[src/rtl/id_ex_operand_stage.sv]
// ID/EX operand stage: bypasses EX/MEM and MEM/WB results, stalls on unresolvable RAW hazards, and registers the operands for execute.
// Defining HAZARD_STATS_EN adds a 32-bit stall_count output that counts hazard bubbles.
module id_ex_operand_stage #(
  parameter int XLEN = 32,
  parameter int PC_W = 32
) (
  input  logic            clock,
  input  logic            reset,
  input  logic            id_valid,
  input  logic [PC_W-1:0] id_pc,
  input  logic [4:0]      id_rs1,
  input  logic [4:0]      id_rs2,
  input  logic [4:0]      id_rd,
  input  logic            id_use_rs1,
  input  logic            id_use_rs2,
  input  logic            id_reg_write,
  input  logic            id_is_load,
  input  logic [XLEN-1:0] rf_rs1_data,
  input  logic [XLEN-1:0] rf_rs2_data,
  input  logic            mem_valid,
  input  logic            mem_reg_write,
  input  logic            mem_is_load,
  input  logic [4:0]      mem_rd,
  input  logic [XLEN-1:0] mem_result,
  input  logic            wb_write_enable,
  input  logic [4:0]      wb_rd,
  input  logic [XLEN-1:0] wb_data,
  input  logic            ex_hold,
  input  logic            flush,
  output logic            ex_valid,
  output logic [PC_W-1:0] ex_pc,
  output logic [XLEN-1:0] ex_rs1_data,
  output logic [XLEN-1:0] ex_rs2_data,
  output logic [4:0]      ex_rd,
  output logic            ex_reg_write,
  output logic            ex_is_load,
`ifdef HAZARD_STATS_EN
  output logic [31:0]     stall_count,
`endif
  output logic            stall_id
);

  logic            rs1_live, rs2_live;
  logic            rs1_ex, rs2_ex, rs1_mem, rs2_mem, rs1_wb, rs2_wb;
  logic            hazard;
  logic [XLEN-1:0] rs1_resolved, rs2_resolved;

  // x0 is hardwired, so a source reading it can never match any stage.
  assign rs1_live = id_use_rs1 && (id_rs1 != 5'd0);
  assign rs2_live = id_use_rs2 && (id_rs2 != 5'd0);

  assign rs1_ex  = rs1_live && ex_valid && ex_reg_write && (ex_rd == id_rs1);
  assign rs2_ex  = rs2_live && ex_valid && ex_reg_write && (ex_rd == id_rs2);
  assign rs1_mem = rs1_live && mem_valid && mem_reg_write && (mem_rd == id_rs1);
  assign rs2_mem = rs2_live && mem_valid && mem_reg_write && (mem_rd == id_rs2);
  assign rs1_wb  = rs1_live && wb_write_enable && (wb_rd == id_rs1);
  assign rs2_wb  = rs2_live && wb_write_enable && (wb_rd == id_rs2);

  assign hazard = id_valid &&
                  (rs1_ex || rs2_ex || (rs1_mem && mem_is_load) || (rs2_mem && mem_is_load));

  // The youngest producer wins; a load in EX/MEM has no data yet and is covered by the stall.
  always_comb begin
    rs1_resolved = rf_rs1_data;
    rs2_resolved = rf_rs2_data;
    if (rs1_mem && !mem_is_load) rs1_resolved = mem_result;
    else if (rs1_wb)             rs1_resolved = wb_data;
    if (rs2_mem && !mem_is_load) rs2_resolved = mem_result;
    else if (rs2_wb)             rs2_resolved = wb_data;
  end

  assign stall_id = !reset && !flush && (hazard || ex_hold);

  always_ff @(posedge clock or posedge reset) begin
    if (reset) begin
      ex_valid     <= 1'b0;
      ex_pc        <= '0;
      ex_rs1_data  <= '0;
      ex_rs2_data  <= '0;
      ex_rd        <= 5'd0;
      ex_reg_write <= 1'b0;
      ex_is_load   <= 1'b0;
    end else if (flush) begin
      ex_valid     <= 1'b0;
      ex_reg_write <= 1'b0;
      ex_is_load   <= 1'b0;
    end else if (ex_hold) begin
      ex_valid     <= ex_valid;
    end else if (hazard) begin
      ex_valid     <= 1'b0;
      ex_reg_write <= 1'b0;
      ex_is_load   <= 1'b0;
    end else begin
      ex_valid     <= id_valid;
      ex_pc        <= id_pc;
      ex_rs1_data  <= rs1_resolved;
      ex_rs2_data  <= rs2_resolved;
      ex_rd        <= id_rd;
      ex_reg_write <= id_valid && id_reg_write;
      ex_is_load   <= id_valid && id_is_load;
    end
  end

`ifdef HAZARD_STATS_EN
  always_ff @(posedge clock or posedge reset) begin
    if (reset)                stall_count <= 32'd0;
    else if (hazard && !flush) stall_count <= stall_count + 32'd1;
  end
`endif

endmodule

[config.mk]
export PLATFORM = sky130hd
export DESIGN_NAME = id_ex_operand_stage
export DESIGN_NICKNAME = d
export VERILOG_FILES = /design/src/rtl/id_ex_operand_stage.sv
export SDC_FILE = /design/constraint.sdc
export NUM_CORES = 1
export LEC_CHECK = 0
export ABC_AREA = 1
export BUFFER_PORTS_ARGS = -buffer_cell sky130_fd_sc_hd__buf_2
export CORE_UTILIZATION = 45
export CTS_BUF_LIST = sky130_fd_sc_hd__clkbuf_2
export CTS_CLUSTER_DIAMETER = 100
export DETAILED_ROUTE_END_ITERATION = 12
export PLACE_DENSITY_LB_ADDON = 0.15
export SYNTH_ARGS = -nofsm -noshare
export SYNTH_HDL_FRONTEND = slang
export SYNTH_SLANG_ARGS = --single-unit
[constraint.sdc]
create_clock -name clock -period 3.2 [get_ports clock]
set_clock_uncertainty 0.15 [all_clocks]
set_input_delay 0.48 -clock clock [delete_from_list [all_inputs] [get_ports clock]]
set_output_delay 0.48 -clock clock [all_outputs]
set_load 0.02 [all_outputs]
* After elaboration in Yosys (flattened, before gate mapping)
Index checks and enable logic that the tools add are counted.
** Storage, ports and cells
- Register bits after elaboration :: 104
- Latch bits :: 0
- RAM bits :: 0
- ROM bits :: 0
- Bits of input ports :: 198
- Memories kept :: 0
** Operators by class
- Add/sub/neg operators :: 0
- Multipliers :: 0
- Divide/modulo/power cells :: 0
- $lt $le $gt $ge :: 0
- Equal/unequal tests :: 7
- Shifts and indexed selects :: 0
- Muxes and demuxes :: 13
- Bitwise logic cells :: 3
- Reductions and logical operators :: 37
** Operators with widths (number)
- $mux W32 :: 4
- $eq A5 B5 Y1 :: 6
- $logic_and A1 B1 Y1 :: 27
- $reduce_bool A5 Y1 :: 2
- $mux W1 :: 9
- $logic_or A1 B1 Y1 :: 4
- $logic_not A1 Y1 :: 3
- $not A1 Y1 :: 3
- $reduce_and A3 Y1 :: 1
- $ne A2 B1 Y1 const B :: 1

* Logic depth before layout (Yosys ltp)
Gate-level depths: netlist (run 1).
- Depth after elaboration :: 12
- Mapped depth :: 15

* Least setup slack after synthesis (run 1)
Ideal clock, no wire load.
- Kind :: input port to output port
- From :: input port mem_rd[1]
- To :: output port stall_id
- Data arrival time :: 1.795 ns
- Slack :: 0.775 ns
- Cell stages on the path :: 10
- Cells stage by stage :: inv_1 nor2_1 nor3_4 nand3_1 nand2_1 nand2_1 nand2_1 nand2_1 clkbuf_1 a21oi_1
** Between the ends
- Word-level cells in the longest chain between the ends :: 8
- Elaborated cells between the ends (all ways) :: 11
** RTL lines
- start: declaration :: line 23 : input logic [4:0] mem_rd,
- $eq A5 B5 Y1 :: line 54 : assign rs1_mem = rs1_live && mem_valid && mem_reg_write && (mem_rd == id_rs1);
- $logic_and A1 B1 Y1 :: line 54
- $logic_and A1 B1 Y1 :: line 60 : (rs1_ex || rs2_ex || (rs1_mem && mem_is_load) || (rs2_mem && mem_is_load));
- $logic_or A1 B1 Y1 :: line 60
- $logic_or A1 B1 Y1 (*) :: line 60
- $logic_and A1 B1 Y1 (*) :: line 59 : assign hazard = id_valid &&
- $logic_or A1 B1 Y1 (*) :: line 72 : assign stall_id = !reset && !flush && (hazard || ex_hold);
- $logic_and A1 B1 Y1 (*) :: line 72
- end: declaration :: line 40 : output logic stall_id
Every way passes the cells marked *; elsewhere a longest branch is shown, timed or not.

* Worst setup path after layout (run 1)
- From :: register ex_rd[0]
- To :: output port stall_id
** Between the ends
- Word-level cells in the longest chain between the ends :: 8
- Elaborated cells between the ends (all ways) :: 10
** RTL lines
- start: declaration :: line 34 : output logic [4:0] ex_rd,
- start signal: assignment :: line 98 : ex_rd <= id_rd;
- $eq A5 B5 Y1 (on tied branches) :: line 52, 53
- $logic_and A1 B1 Y1 (on tied branches) :: line 52, 53
- $logic_or A1 B1 Y1 (*) (3 in series) :: line 60
- $logic_and A1 B1 Y1 (*) :: line 59
- $logic_or A1 B1 Y1 (*) :: line 72
- $logic_and A1 B1 Y1 (*) :: line 72
Marked as above.

==> results of run 1 <==
## cells by family after synthesis
family                 share of synthesized area (%)
AO/OA/AOI/OAI                                  0.667
XOR/XNOR                                       0.909
buffers and inverters                           11.7
flip-flops                                      38.6
AND/OR/NAND/NOR                                 48.2
## repair_timing
| item | in CTS | in global routing |
|---|---|---|
| hold endpoints to repair | 60 | 0 |
| resized for setup | 0 | 0 |
| hold buffers | 45 | 0 |
## flip-flops by register name, indices dropped and copies added, names as in the netlist
name and cells:
ex_rs1_data 32, ex_valid 1, ex_pc 32, ex_is_load 1, ex_reg_write 1, ex_rs2_data 32, ex_rd 5
## power breakdown
group	switching [uW]	internal, uW	total (uW)
clock network	456	338	794
registers	109	1480	1590
logic	712	403	1120
total	1280	2220	3500
## layout make-up
class / instances / area [um^2]
timing repair buffer: 373 / 2190
fill: 1459 / 5480
tap: 184 / 230
clock inverter: 7 / 118
multi-input combinational: 747 / 3420
sequential: 104 / 2600
antenna: 5 / 12.5
inverter: 129 / 488
clock buffer: 9 / 45.0
## Yosys cell counts (2+ instances only)
cell        n
nor2_1     19
o21ai_0     4
clkinv_1    2
nand4_1    66
nand2_1   398
xnor2_1     3
nor3_1      4
buf_2      15
inv_1     121
a21oi_1     5
clkbuf_1   60
inv_2       6
nor3_4      2
nand3_1   239
dfrtp_1   104
xor2_1      4
## worst register-to-register path: cells and delay by family, from the launching register on
kind	cells	cell delay (ns)
simple gates	9	0.69
buf+inv	2	1.02
flops	1	0.52
xor+xnor	1	0.15
## per-layer routing
layer | up-vias | share of wire (%)
met4 | 0 | 3.5
met2 | 441 | 47
met1 | 3676 | 41
met3 | 64 | 8.3
met5 | - | 0
li1 | 3997 | -
## cells in the final DEF, fill, tap and decap left out
| cell type | count |
|---|---|
| buf_4 | 23 |
| inv_1 | 119 |
| nand2_1 | 396 |
| buf_12 | 3 |
| nor2_4 | 3 |
| dfrtp_1 | 104 |
| nand4_1 | 66 |
| diode_2 | 5 |
| buf_2 | 302 |
| nand2_4 | 2 |
| xor2_1 | 4 |
| clkbuf_2 | 9 |
| inv_6 | 1 |
| clkinv_2 | 2 |
| a21oi_1 | 5 |
| nand3b_1 | 1 |
| nand3_1 | 239 |
| or2_2 | 1 |
| clkinv_4 | 1 |
| o21ai_0 | 4 |
| nor2_1 | 16 |
| nor3_4 | 3 |
| clkinvlp_4 | 1 |
| xnor2_1 | 3 |
| clkinv_1 | 2 |
| nor3_2 | 3 |
| bufinv_16 | 3 |
| inv_2 | 7 |
| dlygate4sd3_1 | 45 |
| nor3_1 | 1 |
## metrics by stage
stage | util [%] | worst slack, ns | hold WS [ns]
floorplan | - | 0.775 | 0.430
global placement | 58.1 | 0.759 | 0.299
detailed placement | 58.1 | 0.765 | 0.303
CTS | 62.3 | 0.271 | 0.00152
global route | 62.4 | 0.136 | 0.0219
finish | 62.4 | 0.335 | 0.0600
## final timing paths
check	start	end	slack [ns]	cells after the start
hold reg to reg	ex_rs1_data[14]	ex_rs1_data[14]	0.35	2
min in group asynchronous	reset	ex_reg_write	0.25	3
setup / recovery	ex_rd[0]	stall_id	0.33	10
hold / removal	mem_result[15]	ex_rs2_data[15]	0.06	5
setup reg to reg	ex_rd[3]	ex_rd[4]	0.63	12
max in group asynchronous	reset	ex_rs1_data[9]	1.87	4
==> out/qor.yml, run 1 <==
global_routing:
  overflow: 0
  grt_pass1_vias: 7959
  grtUsageMet1_pct: 40.8
  grt_use_met3_pct: 5.33
  grt_pass1_wl_um: 40000
  gr-max-usage-layer: "met2"
  grt_max_degree: 88
  gr-usage-all-layers_pct: 32.1
  grt_use_met2_pct: 53.0
  antenna_found_initial: 5
floorplan:
  die-height_um: 124
  die_w_um: 124
  start_util_pct: 46.3
  num_io_pins: 303
  core_area_mm2: 0.0146
  dieArea_mm2: 0.0155
  rows: 44
place:
  dp_cells: 1492
  dp.final_hpwl_um: 17200
  dpl-instance-area_mm2: 0.00848
  place_congestion: 0.842
  port_buffers: 302
clock_network:
  cts-root-buf: "clkbuf_2"
  cts_htree_levels: 3
  worstSkewPairLatency_ns: 0.60
  cts_tree: "yes"
  clk_pin_slew_ns: 0.29
  cts_buffers: 9
  cts_buffer_depth: 2
  post-cts-setup-buffers: 0
  cts.sinks: 104
detailed_routing:
  antenna_left: 0
  totalWireLength_um: 24800
  drtIter0Drc: 560
  viasPerCell: 5.25
  vias: 8178
  route.detailed.drc: 0
  post_drt_wl_per_cell_um: 15.9
  dr.pass1.iters: 5
logic_synthesis:
  synth_area_per_cell_um2: 6.39
  synth-seq-cells: 104
  syn-num-nets: 1254
  seq_area_frac_synth_pct: 38.6
  yosys.area.top_type: "dfrtp_1"
  synthCells: 1056
  synth_edf_count: 0
  ys_warn_count: 0
  synth_area_mm2: 0.00675
  yosysUniqueCellTypes: 20
  synth_area_leaders: "dfrtp_1, nand2_1, nand3_1"
  synth_top_area_share_pct: 38.6
  synthArstFlopShare_pct: 100
  ys.flop_type: "dfrtp_1"
worst_setup_path:
  cp_slowest_cell: "dfrtp_1"
  cp-start-kind: "flop"
  required_ns: 2.57
  cpMostUsedCell: "nand2_1"
  path_delay_family: "simple AND/OR/NAND/NOR gates"
  critical_path.max_stage_delay_ns: 0.51
  critPathBufInv: 2
  path_cells: "inv_1, nor2_1, nor3_1, nand3_1, nand2_1, nand2_1, nand2_1, nand2_4, a21oi_1, buf_2"
  cp-end-kind: "output pin"
  cp_max_fo: 5
  worst-setup-path-type: "flop to output pin"
  cp.arrival_ns: 2.24
timing:
  hold_viol: 0
  slew_violations: 0
  worst_pin_slew_ns: 0.575
  min_period_ns: 2.87
  setup_tns_ns: 0
  rsz0062_at_grt: "false"
  finalSetupViolCount: 0
  fin_crit_sh_pct: 89.5
  relSlewSlack_pct: 61.7
  max_freq_ghz: 0.349
layout:
  final_cells: 1558
  nNetsFinal: 1562
  post-route-cell-area_mm2: 0.00911
  syn_to_final_growth_pct: 35.0
  drive_gt1_share_pct: 26.6
min_path:
  min_path_type: "input pin to flop"
pwr:
  cellLeakagePower_uw: 0.00556
  total_power_uw: 3500
  power.density_mw_per_mm2: 384
  max-vdd-ir-drop_uv: 170
job:
  drv_cap: 0
status:
  status: "finished clean"
No activity file was read; power rests on OpenSTA's default activity.
==> run 2: changes to the inputs <==
--- a/config.mk
+++ b/config.mk
@@ -5,9 +5,8 @@
 export SDC_FILE = /design/constraint.sdc
 export NUM_CORES = 1
 export LEC_CHECK = 0
-export ABC_AREA = 1
 export BUFFER_PORTS_ARGS = -buffer_cell sky130_fd_sc_hd__buf_2
-export CORE_UTILIZATION = 45
+export CORE_UTILIZATION = 42
 export CTS_BUF_LIST = sky130_fd_sc_hd__clkbuf_2
 export CTS_CLUSTER_DIAMETER = 100
 export DETAILED_ROUTE_END_ITERATION = 12
==> out/qor.yml, run 2 <==
status:
  status: "finished clean"
clock_network:
  cts_buffer_depth: 2
  cts.sinks: 104
  cts_htree_levels: 3
  cts-root-buf: "clkbuf_2"
  cts_tree: "yes"
  worstSkewPairLatency_ns: 0.58
  cts_buffers: 9
  clk_pin_slew_ns: 0.27
logic_synthesis:
  synthArstFlopShare_pct: 100
  synth_area_leaders: "dfrtp_1, mux2_1, mux2i_1"
  netlist_top_cells_count: "dfrtp_1, mux2_1, nand2_1"
  synth_area_mm2: 0.00573
  yosys.area.top_type: "dfrtp_1"
  synthCells: 495
  synth-seq-cells: 104
  syn-num-nets: 693
  synth_edf_count: 0
  synth_most_common_cell: "dfrtp_1"
  ys.flop_type: "dfrtp_1"
  seq_area_frac_synth_pct: 45.4
  yosysUniqueCellTypes: 31
  synth_area_per_cell_um2: 11.6
  synth_top_area_share_pct: 45.4
  ys_warn_count: 0
place:
  port_buffers: 302
  dp_cells: 954
  dp_slack_ns: 0.216
  dp.final_hpwl_um: 12400
  place_congestion: 0.926
worst_setup_path:
  cp_max_fo: 4
  required_ns: 2.57
  cp-end-kind: "output pin"
  cp-start-kind: "flop"
  worst-setup-path-type: "flop to output pin"
  cp.arrival_ns: 2.39
pwr:
  clkPwrFrac_pct: 20.8
  pwr-share-seq_pct: 47.5
  p_int_uw: 2260
  max-vdd-ir-drop_uv: 305
  cellLeakagePower_uw: 0.00397
  power.density_mw_per_mm2: 416
  combPwrFrac_pct: 31.7
  total_power_uw: 3420
  switching_share_pct: 33.8
  p_sw_uw: 1160
floorplan:
  core_area_mm2: 0.0133
  start_util_pct: 43.1
  num_io_pins: 303
  die_w_um: 119
  dieArea_mm2: 0.0141
  die-height_um: 119
  rows: 42
global_routing:
  antenna_found_initial: 2
  gr-usage-all-layers_pct: 25.0
  grt_pass1_wl_um: 27400
  overflow: 0
  grt_max_degree: 65
  grt_pass1_vias: 5355
detailed_routing:
  post_drt_wl_per_cell_um: 16.7
  route.detailed.drc: 0
  viasPerCell: 5.00
  drtIter0Drc: 194
  dr.pass1.iters: 4
  vias: 5157
  antenna_left: 0
  totalWireLength_um: 17200
timing:
  finalWorstSetupSlack_ns: 0.179
  max_freq_ghz: 0.331
  relSlewSlack_pct: 64.6
  slew_violations: 0
  min_period_ns: 3.02
  finalSetupViolCount: 0
  hold_viol: 0
  setup_tns_ns: 0
  rsz0062_at_grt: "false"
  worst_pin_slew_ns: 0.531
  hold_slack_ns: 0.0617
  fin_crit_sh_pct: 94.4
layout:
  register_area_mm2: 0.00260
  multi_input_area_mm2: 0.00299
  final_common_cell: "buf_2"
  drive_gt1_share_pct: 43.4
  largest_registers: "ex_pc (32), ex_rs1_data (32), ex_rs2_data (32)"
  final_cell_mix: "buf_2, dfrtp_1, mux2_1"
  final_cells: 1032
  nNetsFinal: 1047
  syn_to_final_growth_pct: 43.3
  fillers: 1098
job:
  drv_cap: 0
min_path:
  min_path_type: "input pin to flop"
[run 2: cell types whose count changed in the layout (fill, tap and decap cells not counted), moves of 14 or more]
cell           before  now
buf_4              23    6
inv_1             119    1
mux2_1              0   70
dlygate4sd3_1      45   60
nand3_1           239    4
nand4_1            66    5
xnor2_1             3   22
nand2_1           396   67
o21ai_0             4   65
mux2i_1             0   64
mux2_4              0   20
nor2_1             16    2
[run 2: worst paths after layout]
check,startpoint,endpoint,slack [ns],cells after the start
min in group asynchronous,reset,ex_rs1_data[30],0.35,4
setup reg to reg,ex_rd[4],ex_pc[10],0.73,7
hold / removal,mem_result[18],ex_rs1_data[18],0.06,4
max in group asynchronous,reset,ex_rd[2],2.04,4
setup / recovery,ex_rd[4],stall_id,0.18,6
hold reg to reg,ex_rs1_data[25],ex_rs1_data[25],0.37,1
[run 2: kinds of logic after synthesis]
logic type                after synthesis  share of synthesized area [%]
xor gates and xnor gates               30                           4.59
AOI/OAI and AO/OA                      74                           7.12
DFF                                   104                           45.4
buffers and inverters                  31                           3.43
and+or+nand+nor                        91                           7.12
muxes                                 165                           32.3
[run 2: stage by stage]
stage                     area [um^2]  utilization (%)
after floorplan                  5730                -
final                            8210             61.8
after global routing             8210             61.7
after detailed placement         7440             55.9
after global placement           7440             55.9
after CTS                        8190             61.6
[run 2: worst max-delay path: stages (launching register included)]
cell	delay, ns
dfrtp_1	0.52
xnor2_1	0.16
nand3_1	0.12
nor4_2	0.25
o2111ai_2	0.20
a311oi_2	0.34
buf_2	0.22
[run 2: final cells by class]
type / instances / share of cell area (%)
multi-input cells: 360 / 36.5
flip-flops and latches: 104 / 31.7
repair buffers: 372 / 27.2
well taps: 176 / 2.68
clock inverters: 7 / 1.16
clock buffers: 9 / 0.549
inverters: 2 / 0.137
diodes: 2 / 0.0609
[run 2: timing repair]
action	in CTS	in global routing
buffers inserted	0	0
pin swaps	0	0
hold buffers	60	0
gates cloned	0	0
resized for setup	2	3
setup endpoints to repair	1	1
endpoints found under the hold margin	171	0
[run 2: metal layers]
metal	GRT usage [%]	vias to the layer above	routed length [um]
met5	0	-	0
met4	10.8	0	461
met3	6.52	28	1200
met2	44.2	198	8760
met1	28.4	2462	6820
li1	-	2469	-
[run 2: power groups by stage]
stage / registers (uW) / logic, uW / clock network, uW
3_5_place_dp: 1640 / 1020 / 0
2_1_floorplan: 1890 / 334 / 0
6_report: 1620 / 1080 / 711
5_1_grt: 1650 / 1160 / 793
3_3_place_gp: 1640 / 1010 / 0
4_1_cts: 1620 / 1090 / 740
==> run 3: changes to the inputs <==
==> config.mk (replaced) <==
export PLATFORM = sky130hd
export DESIGN_NAME = id_ex_operand_stage
export DESIGN_NICKNAME = d
export VERILOG_FILES = /design/src/rtl/id_ex_operand_stage.sv
export SDC_FILE = /design/constraint.sdc
export NUM_CORES = 1
export LEC_CHECK = 0
export CORE_AREA = 2 2 116 118
export CTS_BUF_LIST = sky130_fd_sc_hd__clkbuf_2
export CTS_CLUSTER_DIAMETER = 120
export DETAILED_ROUTE_END_ITERATION = 12
export DIE_AREA = 0 0 118 120
export DONT_BUFFER_PORTS = 1
export PLACE_DENSITY_LB_ADDON = 0.15
export SLEW_MARGIN = 20
export SYNTH_ARGS = -nofsm -noshare
export SYNTH_HDL_FRONTEND = slang
export SYNTH_SLANG_ARGS = --single-unit
==> out/qor.yml, run 3 (same netlist as run 2, synthesis figures left out) <==
status:
  status: "finished clean"
timing:
  rsz0062_at_grt: "false"
  min_period_ns: 2.99
  setup_tns_ns: 0
  relSlewSlack_pct: 41.0
  finalSetupViolCount: 0
  slew_violations: 0
  worst_pin_slew_ns: 0.879
  hold_viol: 0
  fin_crit_sh_pct: 93.5
  max_freq_ghz: 0.334
clock_network:
  cts.sinks: 104
  cts_htree_levels: 3
  cts-root-buf: "clkbuf_2"
  clk_pin_slew_ns: 0.28
  cts_tree: "yes"
  cts_buffer_depth: 2
  worstSkewPairLatency_ns: 0.60
  post-cts-setup-buffers: 0
  cts_buffers: 9
pwr:
  p_sw_uw: 1070
  total_power_uw: 3010
  max-vdd-ir-drop_uv: 294
  combPwrFrac_pct: 16.9
  switching_share_pct: 35.6
  cellLeakagePower_uw: 0.00294
  pwr-share-seq_pct: 64.2
  clkPwrFrac_pct: 18.9
  power.density_mw_per_mm2: 422
  p_int_uw: 1940
place:
  dp.final_hpwl_um: 11500
  port_buffers: 0
  dp_cells: 655
  place_congestion: 0.800
  dpl-instance-area_mm2: 0.00595
detailed_routing:
  route.detailed.drc: 0
  totalWireLength_um: 16100
  viasPerCell: 5.43
  drtIter0Drc: 236
  post_drt_wl_per_cell_um: 20.7
  antenna_left: 0
  dr.pass1.iters: 4
  vias: 4219
layout:
  multi_input_area_mm2: 0.00300
  syn_to_final_growth_pct: 24.5
  final_common_cell: "dlygate4sd3_1"
  largest_registers: "ex_pc (32), ex_rs1_data (32), ex_rs2_data (32)"
  drive_gt1_share_pct: 12.3
  final_cell_mix: "dlygate4sd3_1, dfrtp_1, mux2_1"
  post-route-cell-area_mm2: 0.00714
  register_area_mm2: 0.00261
  nNetsFinal: 793
  fillers: 1121
  final_cells: 777
min_path:
  hold_start: "rf_rs2_data[1]"
  hold_depth: 3
  min_path_type: "input pin to flop"
global_routing:
  gr-usage-all-layers_pct: 22.5
  grt_max_degree: 56
  grt_pass1_wl_um: 25000
  grt_pass1_vias: 4543
  antenna_found_initial: 1
  overflow: 0
worst_setup_path:
  worst-setup-path-type: "flop to output pin"
  path_cells: "xnor2_1, nand3_1, nor4_4, o2111ai_2, a311oi_2, buf_4"
  crit_cells: 6
  path_delay_family: "flip-flops"
  reg2reg_from: "ex_rd[2]"
  cp-end-kind: "output pin"
  cp_max_fo: 4
  cp-start-kind: "flop"
  cp.arrival_ns: 2.36
  cp-startpoint: "ex_rd[2]"
  critical_path.max_stage_delay_ns: 0.57
  critPathBufInv: 1
  reg2reg_depth: 7
  required_ns: 2.57
  cp_slowest_cell: "dfrtp_1"
floorplan:
  dieArea_mm2: 0.0142
  num_io_pins: 303
  die_w_um: 118
  rows: 42
  start_util_pct: 44.1
  core_area_mm2: 0.0130
  die-height_um: 120
job:
  drv_cap: 0
run 3: changes by cell type in the layout (fill, tap and decap cells not counted), moves of 2 or more:
cell,delta
dlygate4sd3_1,+45
bufinv_16,-2
clkinvlp_4,+3
clkbuf_2,+2
clkinv_4,-2
buf_4,+3
buf_2,-302
run 3: path summary, 6_finish.rpt:
path	slack, ns	end
min in group asynchronous	0.34	ex_rs1_data[23]
max in group asynchronous	1.82	ex_rs2_data[31]
hold / removal	0.07	ex_rs2_data[1]
setup / recovery	0.21	stall_id
setup reg to reg	0.51	ex_rs2_data[31]
hold reg to reg	0.54	ex_rs1_data[8]
run 3: stage by stage:
stage / utilization [%] / setup slack, ns / hold WS [ns]
floorplan: - / 0.694 / 0.393
global placement: 45.8 / 0.380 / 0.396
detailed placement: 45.8 / 0.338 / 0.398
CTS: 54.8 / 0.0116 / 0.000115
global route: 55.0 / 0.0134 / 0.00407
finish: 55.0 / 0.209 / 0.0709
run 3: repair_timing:
item	CTS	global route
resized for setup	4	3
setup endpoints to repair	1	1
pin swaps	0	1
hold buffers	105	0
hold endpoints to repair	139	0
run 3: worst min-delay path, delay by kind of cell:
| family | cells | cell delay (ns) |
|---|---|---|
| mux | 2 | 0.16 |
| compound gates | 1 | 0.14 |
run 3: power by group through the flow:
stage	Sequential, uW	Clock [uW]	Combinational [uW]
finish	1930	567	509
global route	1960	658	561
CTS	1940	603	504
detailed placement	1960	0	390
global placement	1960	0	374
floorplan	1890	0	334
run 3: per-layer routing:
layer | track usage [%] | routed length [um]
met5 | 0 | 0
met4 | 8.51 | 332
met3 | 8.17 | 1500
met2 | 40.4 | 8220
met1 | 24.3 | 6040
run 3: area by class of cell:
| class | count | share of cell area [%] |
|---|---|---|
| antenna | 1 | 0.0351 |
| clock buffer | 11 | 0.772 |
| clock inverter | 5 | 0.561 |
| inverter | 2 | 0.158 |
| multi-input combinational | 360 | 42.1 |
| sequential | 104 | 36.5 |
| tap | 176 | 3.09 |
| timing repair buffer | 118 | 16.8 |
